===== src/rtl/tree_space_pkg.sv =====
// Shared constants, types and helpers for the tree node-address allocator.
package tree_space_pkg;

  localparam int ROOT_ADDR          = 0;
  localparam int DEFAULT_ADDR_WIDTH = 16;

  typedef logic [DEFAULT_ADDR_WIDTH-1:0] node_addr_t;

  // Bits needed to hold a count that can reach n inclusive.
  function automatic int cnt_width(input int n);
    return $clog2(n + 1);
  endfunction

endpackage


===== src/rtl/tsa_free_fifo.sv =====
// First-word-fall-through recycle FIFO holding released node addresses.
// The head is read straight out of the storage flops, so a pushed word
// becomes visible at the head on the cycle after the push.
module tsa_free_fifo
  import tree_space_pkg::*;
#(
  parameter int WIDTH = 16,
  parameter int DEPTH = 256
) (
  input  logic                        aclk,
  input  logic                        areset,
  input  logic                        push,
  input  logic [WIDTH-1:0]            push_data,
  input  logic                        pop,
  output logic [WIDTH-1:0]            head,
  output logic                        empty,
  output logic [cnt_width(DEPTH)-1:0] count
);

  localparam int PW = (DEPTH > 1) ? $clog2(DEPTH) : 1;
  localparam int CW = cnt_width(DEPTH);

  logic [WIDTH-1:0] mem [DEPTH];
  logic [PW-1:0]    wr_ptr;
  logic [PW-1:0]    rd_ptr;
  logic [CW-1:0]    count_q;

  // Pointers wrap by compare-and-clear so any DEPTH works, not just powers of two.
  function automatic logic [PW-1:0] ptr_inc(input logic [PW-1:0] p);
    return (p == PW'(DEPTH - 1)) ? '0 : p + PW'(1);
  endfunction

  // Storage write; contents need no reset because empty gates the head.
  always_ff @(posedge aclk) begin
    if (push) mem[wr_ptr] <= push_data;
  end

  // Pointer and occupancy bookkeeping; simultaneous push/pop keeps the depth.
  always_ff @(posedge aclk or posedge areset) begin
    if (areset) begin
      wr_ptr  <= '0;
      rd_ptr  <= '0;
      count_q <= '0;
    end else begin
      if (push) wr_ptr <= ptr_inc(wr_ptr);
      if (pop)  rd_ptr <= ptr_inc(rd_ptr);
      if (push && !pop)      count_q <= count_q + CW'(1);
      else if (pop && !push) count_q <= count_q - CW'(1);
    end
  end

  assign head  = mem[rd_ptr];
  assign empty = (count_q == '0);
  assign count = count_q;

endmodule


===== src/rtl/tree_space_allocator.sv =====
// Node-address allocator for the tree RAM. Recycled addresses are handed
// out first; otherwise a saturating bump pointer supplies fresh ones.
module tree_space_allocator
  import tree_space_pkg::*;
#(
  parameter int RAM_ADDR_WIDTH     = DEFAULT_ADDR_WIDTH,
  parameter int NODE_COUNT         = 256,
  parameter int ALMOST_FULL_THRESH = NODE_COUNT - 2
) (
  input  logic                      aclk,
  input  logic                      areset,
  input  logic                      tree_mgt_req_valid,
  output logic                      tree_mgt_req_ready,
  output logic [RAM_ADDR_WIDTH-1:0] tree_mgt_req_addr,
  input  logic                      tree_mgt_free_valid,
  output logic                      tree_mgt_free_ready,
  input  logic [RAM_ADDR_WIDTH-1:0] tree_mgt_free_addr,
  output logic [RAM_ADDR_WIDTH:0]   tree_mgt_used_count,
  output logic                      tree_mgt_full,
  output logic                      tree_mgt_almost_full,
  output logic                      tree_mgt_error
);

  localparam int AW = RAM_ADDR_WIDTH;
  localparam int UW = RAM_ADDR_WIDTH + 1;
  localparam int CW = cnt_width(NODE_COUNT);

  logic          en_q;
  logic [UW-1:0] bump_q;
  logic [UW-1:0] used_q;
  logic [UW-1:0] used_next;
  logic [AW-1:0] last_addr_q;
  logic          full_q;
  logic          almost_full_q;
  logic          error_q;

  logic          fifo_empty;
  logic [AW-1:0] fifo_head;
  logic [CW-1:0] fifo_count;
  logic          fifo_pop;
  logic          fifo_room;

  logic          bump_avail;
  logic          alloc;
  logic          free_hs;
  logic          free_ok;
  logic          free_bad;

  tsa_free_fifo #(
    .WIDTH (AW),
    .DEPTH (NODE_COUNT)
  ) u_free_fifo (
    .aclk      (aclk),
    .areset    (areset),
    .push      (free_ok),
    .push_data (tree_mgt_free_addr),
    .pop       (fifo_pop),
    .head      (fifo_head),
    .empty     (fifo_empty),
    .count     (fifo_count)
  );

  assign bump_avail = (bump_q < UW'(NODE_COUNT));

  // Address source selection and handshake decode; ready never looks at valid.
  always_comb begin
    tree_mgt_req_ready = en_q && (!fifo_empty || bump_avail);
    if (!fifo_empty)     tree_mgt_req_addr = fifo_head;
    else if (bump_avail) tree_mgt_req_addr = bump_q[AW-1:0];
    else                 tree_mgt_req_addr = last_addr_q;
    alloc     = tree_mgt_req_valid && tree_mgt_req_ready;
    fifo_pop  = alloc && !fifo_empty;
    fifo_room = (fifo_count != CW'(NODE_COUNT)) || fifo_pop;
    free_hs   = tree_mgt_free_valid && en_q;
    free_ok   = free_hs && ({1'b0, tree_mgt_free_addr} < UW'(NODE_COUNT)) &&
                ((used_q != '0) || alloc) && fifo_room;
    free_bad  = free_hs && !free_ok;
  end

  // Occupancy after this cycle's allocation and release.
  always_comb begin
    used_next = used_q;
    if (alloc && !free_ok)      used_next = used_q + UW'(1);
    else if (!alloc && free_ok) used_next = used_q - UW'(1);
  end

  // Allocator state plus registered status flags derived from next occupancy.
  always_ff @(posedge aclk or posedge areset) begin
    if (areset) begin
      en_q          <= 1'b0;
      bump_q        <= '0;
      used_q        <= '0;
      last_addr_q   <= AW'(ROOT_ADDR);
      full_q        <= 1'b0;
      almost_full_q <= 1'b0;
      error_q       <= 1'b0;
    end else begin
      en_q          <= 1'b1;
      if (alloc && fifo_empty) bump_q <= bump_q + UW'(1);
      used_q        <= used_next;
      last_addr_q   <= tree_mgt_req_addr;
      full_q        <= (used_next == UW'(NODE_COUNT));
      almost_full_q <= (used_next >= UW'(ALMOST_FULL_THRESH));
      if (free_bad) error_q <= 1'b1;
    end
  end

  assign tree_mgt_free_ready  = en_q;
  assign tree_mgt_used_count  = used_q;
  assign tree_mgt_full        = full_q;
  assign tree_mgt_almost_full = almost_full_q;
  assign tree_mgt_error       = error_q;

endmodule


===== config.mk =====
export PLATFORM = sky130hd
export DESIGN_NAME = tree_space_allocator
export DESIGN_NICKNAME = d
export VERILOG_FILES = /design/src/rtl/tree_space_pkg.sv /design/src/rtl/tsa_free_fifo.sv /design/src/rtl/tree_space_allocator.sv
export SDC_FILE = /design/constraint.sdc
export NUM_CORES = 2
export LEC_CHECK = 0
export ABC_CLOCK_PERIOD_IN_PS = 7750
export CORE_MARGIN = 2
export CORE_UTILIZATION = 25
export CTS_CLUSTER_SIZE = 30
export DETAILED_ROUTE_END_ITERATION = 10
export PLACE_DENSITY_LB_ADDON = 0.1
export SLEW_MARGIN = 20
export SYNTH_ARGS = -nofsm -noshare
export SYNTH_HDL_FRONTEND = slang
export SYNTH_SLANG_ARGS = --single-unit

===== constraint.sdc =====
create_clock -name aclk -period 7.75 [get_ports aclk]
set_clock_uncertainty 0.2 [all_clocks]
set_input_delay 1.55 -clock aclk [delete_from_list [all_inputs] [get_ports aclk]]
set_output_delay 1.55 -clock aclk [all_outputs]
set_load 0.02 [all_outputs]

==> results.md <==
- Status: complete, no violations
- Ys async rst share: 0.0189
- Leakage: roughly 0.059 uW
- Post-synthesis mux area share: 0.175
- Cell Pwr Density: roughly 360 nW/um2
- Max clock buf depth: 4
- Post-synth EDFFs: 4096
- Die height: 806 um
- Worst-path clk slew: 60 ps
- Worst skew pair latency: 1060 ps
- Worst path slowest cell: o21ai_0
- Initial antenna violation count: 64
- Ys flop type: edfxtp_1
- Total gr overflow: 0
- Critical path cell sequence: buf_12, buf_4, buf_12, mux4_2, mux4_2, o21ai_0, nand2_1, a32oi_1, o21ai_0, buf_4, buf_4
- Critical Path Most Common Cell: buf_4
- Simple-gate share of the synthesized area: 0.0172
- Worst Setup Start Kind: register
- Row count: 294
- XOR/XNOR Fraction of Synth Area: 0.00207
- Largest cells by area after synthesis: edfxtp_1 77%, mux4_2 16%, dfrtp_1 1.2%, mux2i_1 0.91%, nor2_1 0.79%
- TritonCTS clock tree: yes
- Min-delay worst type: reg2reg
- Hold buffer count at cts: 0
- Via count: about 80k
- WP data arrival: a little under 6000 ps
- Critical Path Sink Type: output pin
- Post-synth top area cell: edfxtp_1
- Root Driver: clkbuf_16
- MaxCap Viol Count: 0
- CP top delay family: compound AO/OA/AOI/OAI gates
- Worst flop-to-flop path startpoint: bump_q[12]
- Buf+Inv Stages, Crit Path: 5
- Setup crit start: u_free_fifo.rd_ptr[1]
- Final hold violation count: 0
- DRC: 0
- Die width: 806 um
- Initial drt markers: 8548
- Largest family of logic cells by synthesized area: multiplexers
- GP Congestion: 0.758
- Drt wl/cell: approximately 34 um
- Port Buf Inserts: 57
- Peak supply drop: 0.000318 V
- Dpl hpwl: 338000 um
- Num Clock Sinks: 4175
- Slew headroom: 0.196
- Synth Instances: 6993
- First-pass DRT Iterations: 6
- Setup Viol. Count Final: 0
- YS warnings: 0
- Overall power: 69000 uW
- Via density: around 4.7
- Max incr delay on CP: 860 ps
- Final worst path period share: 0.970
- Post-synthesis average cell area: roughly 23 um2
- Total track usage: 0.171
- Pins Over Slew Limit: 0
- Critical path peak fanout: 53
- Layout cell share with drive strength beyond 1: 0.343
- Most common cell after layout, fill and taps aside: edfxtp_1
- Post-route ant nets: 0
- Setup TNS: 0 ps
- Mapped Area: 161000 um2
- Routed WL: 566000 um
- Area grow syn2layout: 19.5%
- # IOs: 58
- Vias in the first global route: about 80k
- DIE AREA: between 600000 and 700000 um2
- Fin nets: 7761
- Crit path kind: reg2out
- Initial Utilization: 0.251
- Sequential share of the synthesized area: 0.778
- First-pass GRT wire length: 757000 um
- Max Freq: approximately 130 MHz
- Most frequent cells in the layout: 4096 x edfxtp_1, 1176 x mux4_2, 526 x buf_4
- Library cells used by synthesis: 70
- Core area: between 600000 and 700000 um2
- Tmin final: 7520 ps
- WP data required: about 6000 ps
- Worst Hold Slack: 177 ps
- Syn nets: 7031
- Compound-Gate Fraction of Synth Area: 0.0159
- Synth top area share: 0.765
- Largest net degree at the start of global routing: 212
- RSZ-0062 raised after global routing: no
- Number of buffers created by CTS: between 400 and 500
- H-Tree Depth: 5
- Hold_sp: bump_q[15]
- Slew @ Worst Pin: 1210 ps
- Post-Synth Adder-Cell Area: 0.00145
- Yosys reg bits: 4175
-- synthesized netlist by cell type, drive strengths merged, types with 3 or more instances --
master / n
dfrtp: 79
a31o: 3
a21oi: 63
buf: 178
mux2: 11
a311oi: 6
and3: 8
a32oi: 6
o31ai: 3
nor2: 340
xnor2: 30
a221oi: 34
or3: 4
o21ai: 52
a211oi: 17
and2: 13
a211o: 4
mux2i: 146
or4: 4
inv: 29
edfxtp: 4096
ha: 17
nand4: 16
o211ai: 9
o22ai: 12
a22oi: 45
a221o: 8
o221ai: 24
a22o: 12
xor2: 8
a31oi: 21
clkbuf: 214
nor2b: 17
a21o: 7
a2111oi: 15
nor4: 11
nand3: 34
o21a: 3
mux4: 1176
nor3: 24
nand2: 164
-- flip-flops by register name, summed over array words and instances (netlist names) --
signal	flops
bump_q	17
last_addr_q	16
tree_mgt_almost_full	1
tree_mgt_error	1
tree_mgt_free_ready	1
tree_mgt_full	1
tree_mgt_used_count	17
u_free_fifo.count	9
u_free_fifo.mem	4096
u_free_fifo.rd_ptr	8
u_free_fifo.wr_ptr	8
-- cell families (layout without fill, tap and decap cells) --
kind of cell    after synthesis  count (layout)
fa+ha+maj                    18              18
flops                      4175            4175
mux                        1333            1333
xor+xnor                     38              38
buf+inv                     421            1552
other cells                   1              22
compound gates              361             361
simple gates                646             646
-- area by class of cell --
class,count,area (um2)
Timing Repair Buffer,647,6000
Sequential cell,4175,125000
Inverter,29,128
Multi-Input combinational cell,2397,34800
Antenna cell,21,52.6
Clock buffer,600,12400
Tap cell,8584,10700
Fill cell,62200,449000
Clock inverter,276,2810
-- layer usage --
layer  GRT usage  share of wire
met2       0.279           0.48
met3      0.0255          0.054
met4      0.0340          0.021
met5           0       0.000062
met1       0.243           0.45
-- power breakdown --
group | internal [uW] | leakage, uW | switching, uW
Sequential | 24900 | 0.0378 | 272
Clock | 12600 | 0.00738 | 9520
Combinational | 8620 | 0.0138 | 13100
Total | 46100 | 0.0590 | 22900
-- path summary, 6_finish.rpt --
| check | endpoint | slack, ps | depth (start not counted) |
|---|---|---|---|
| min in group asynchronous | tree_mgt_full | 750 | 2 |
| setup / recovery | tree_mgt_req_addr[9] | 230 | 11 |
| hold / removal | bump_q[15] | 180 | 0 |
| max in group asynchronous | bump_q[2] | 5340 | 3 |
| hold reg to reg | bump_q[15] | 180 | 0 |
| setup reg to reg | u_free_fifo.count[8] | 2210 | 17 |
-- repair_timing --
item | in CTS | in global routing
setup buffers | 8 | 0
endpoints found under the setup margin | 8 | 0
resized for setup | 8 | 0
-- per-stage QoR --
step	utilization	setup slack, ps	std cells	cell area, um2
6_report	0.300	232	16700	192000
5_1_grt	0.299	122	16700	192000
4_1_cts	0.299	187	16700	192000
3_5_place_dp	0.276	705	15800	177000
3_3_place_gp	0.275	121	15800	177000
2_1_floorplan	-	2700	6993	161000
Note: power is estimated with default switching activity, not from simulation.
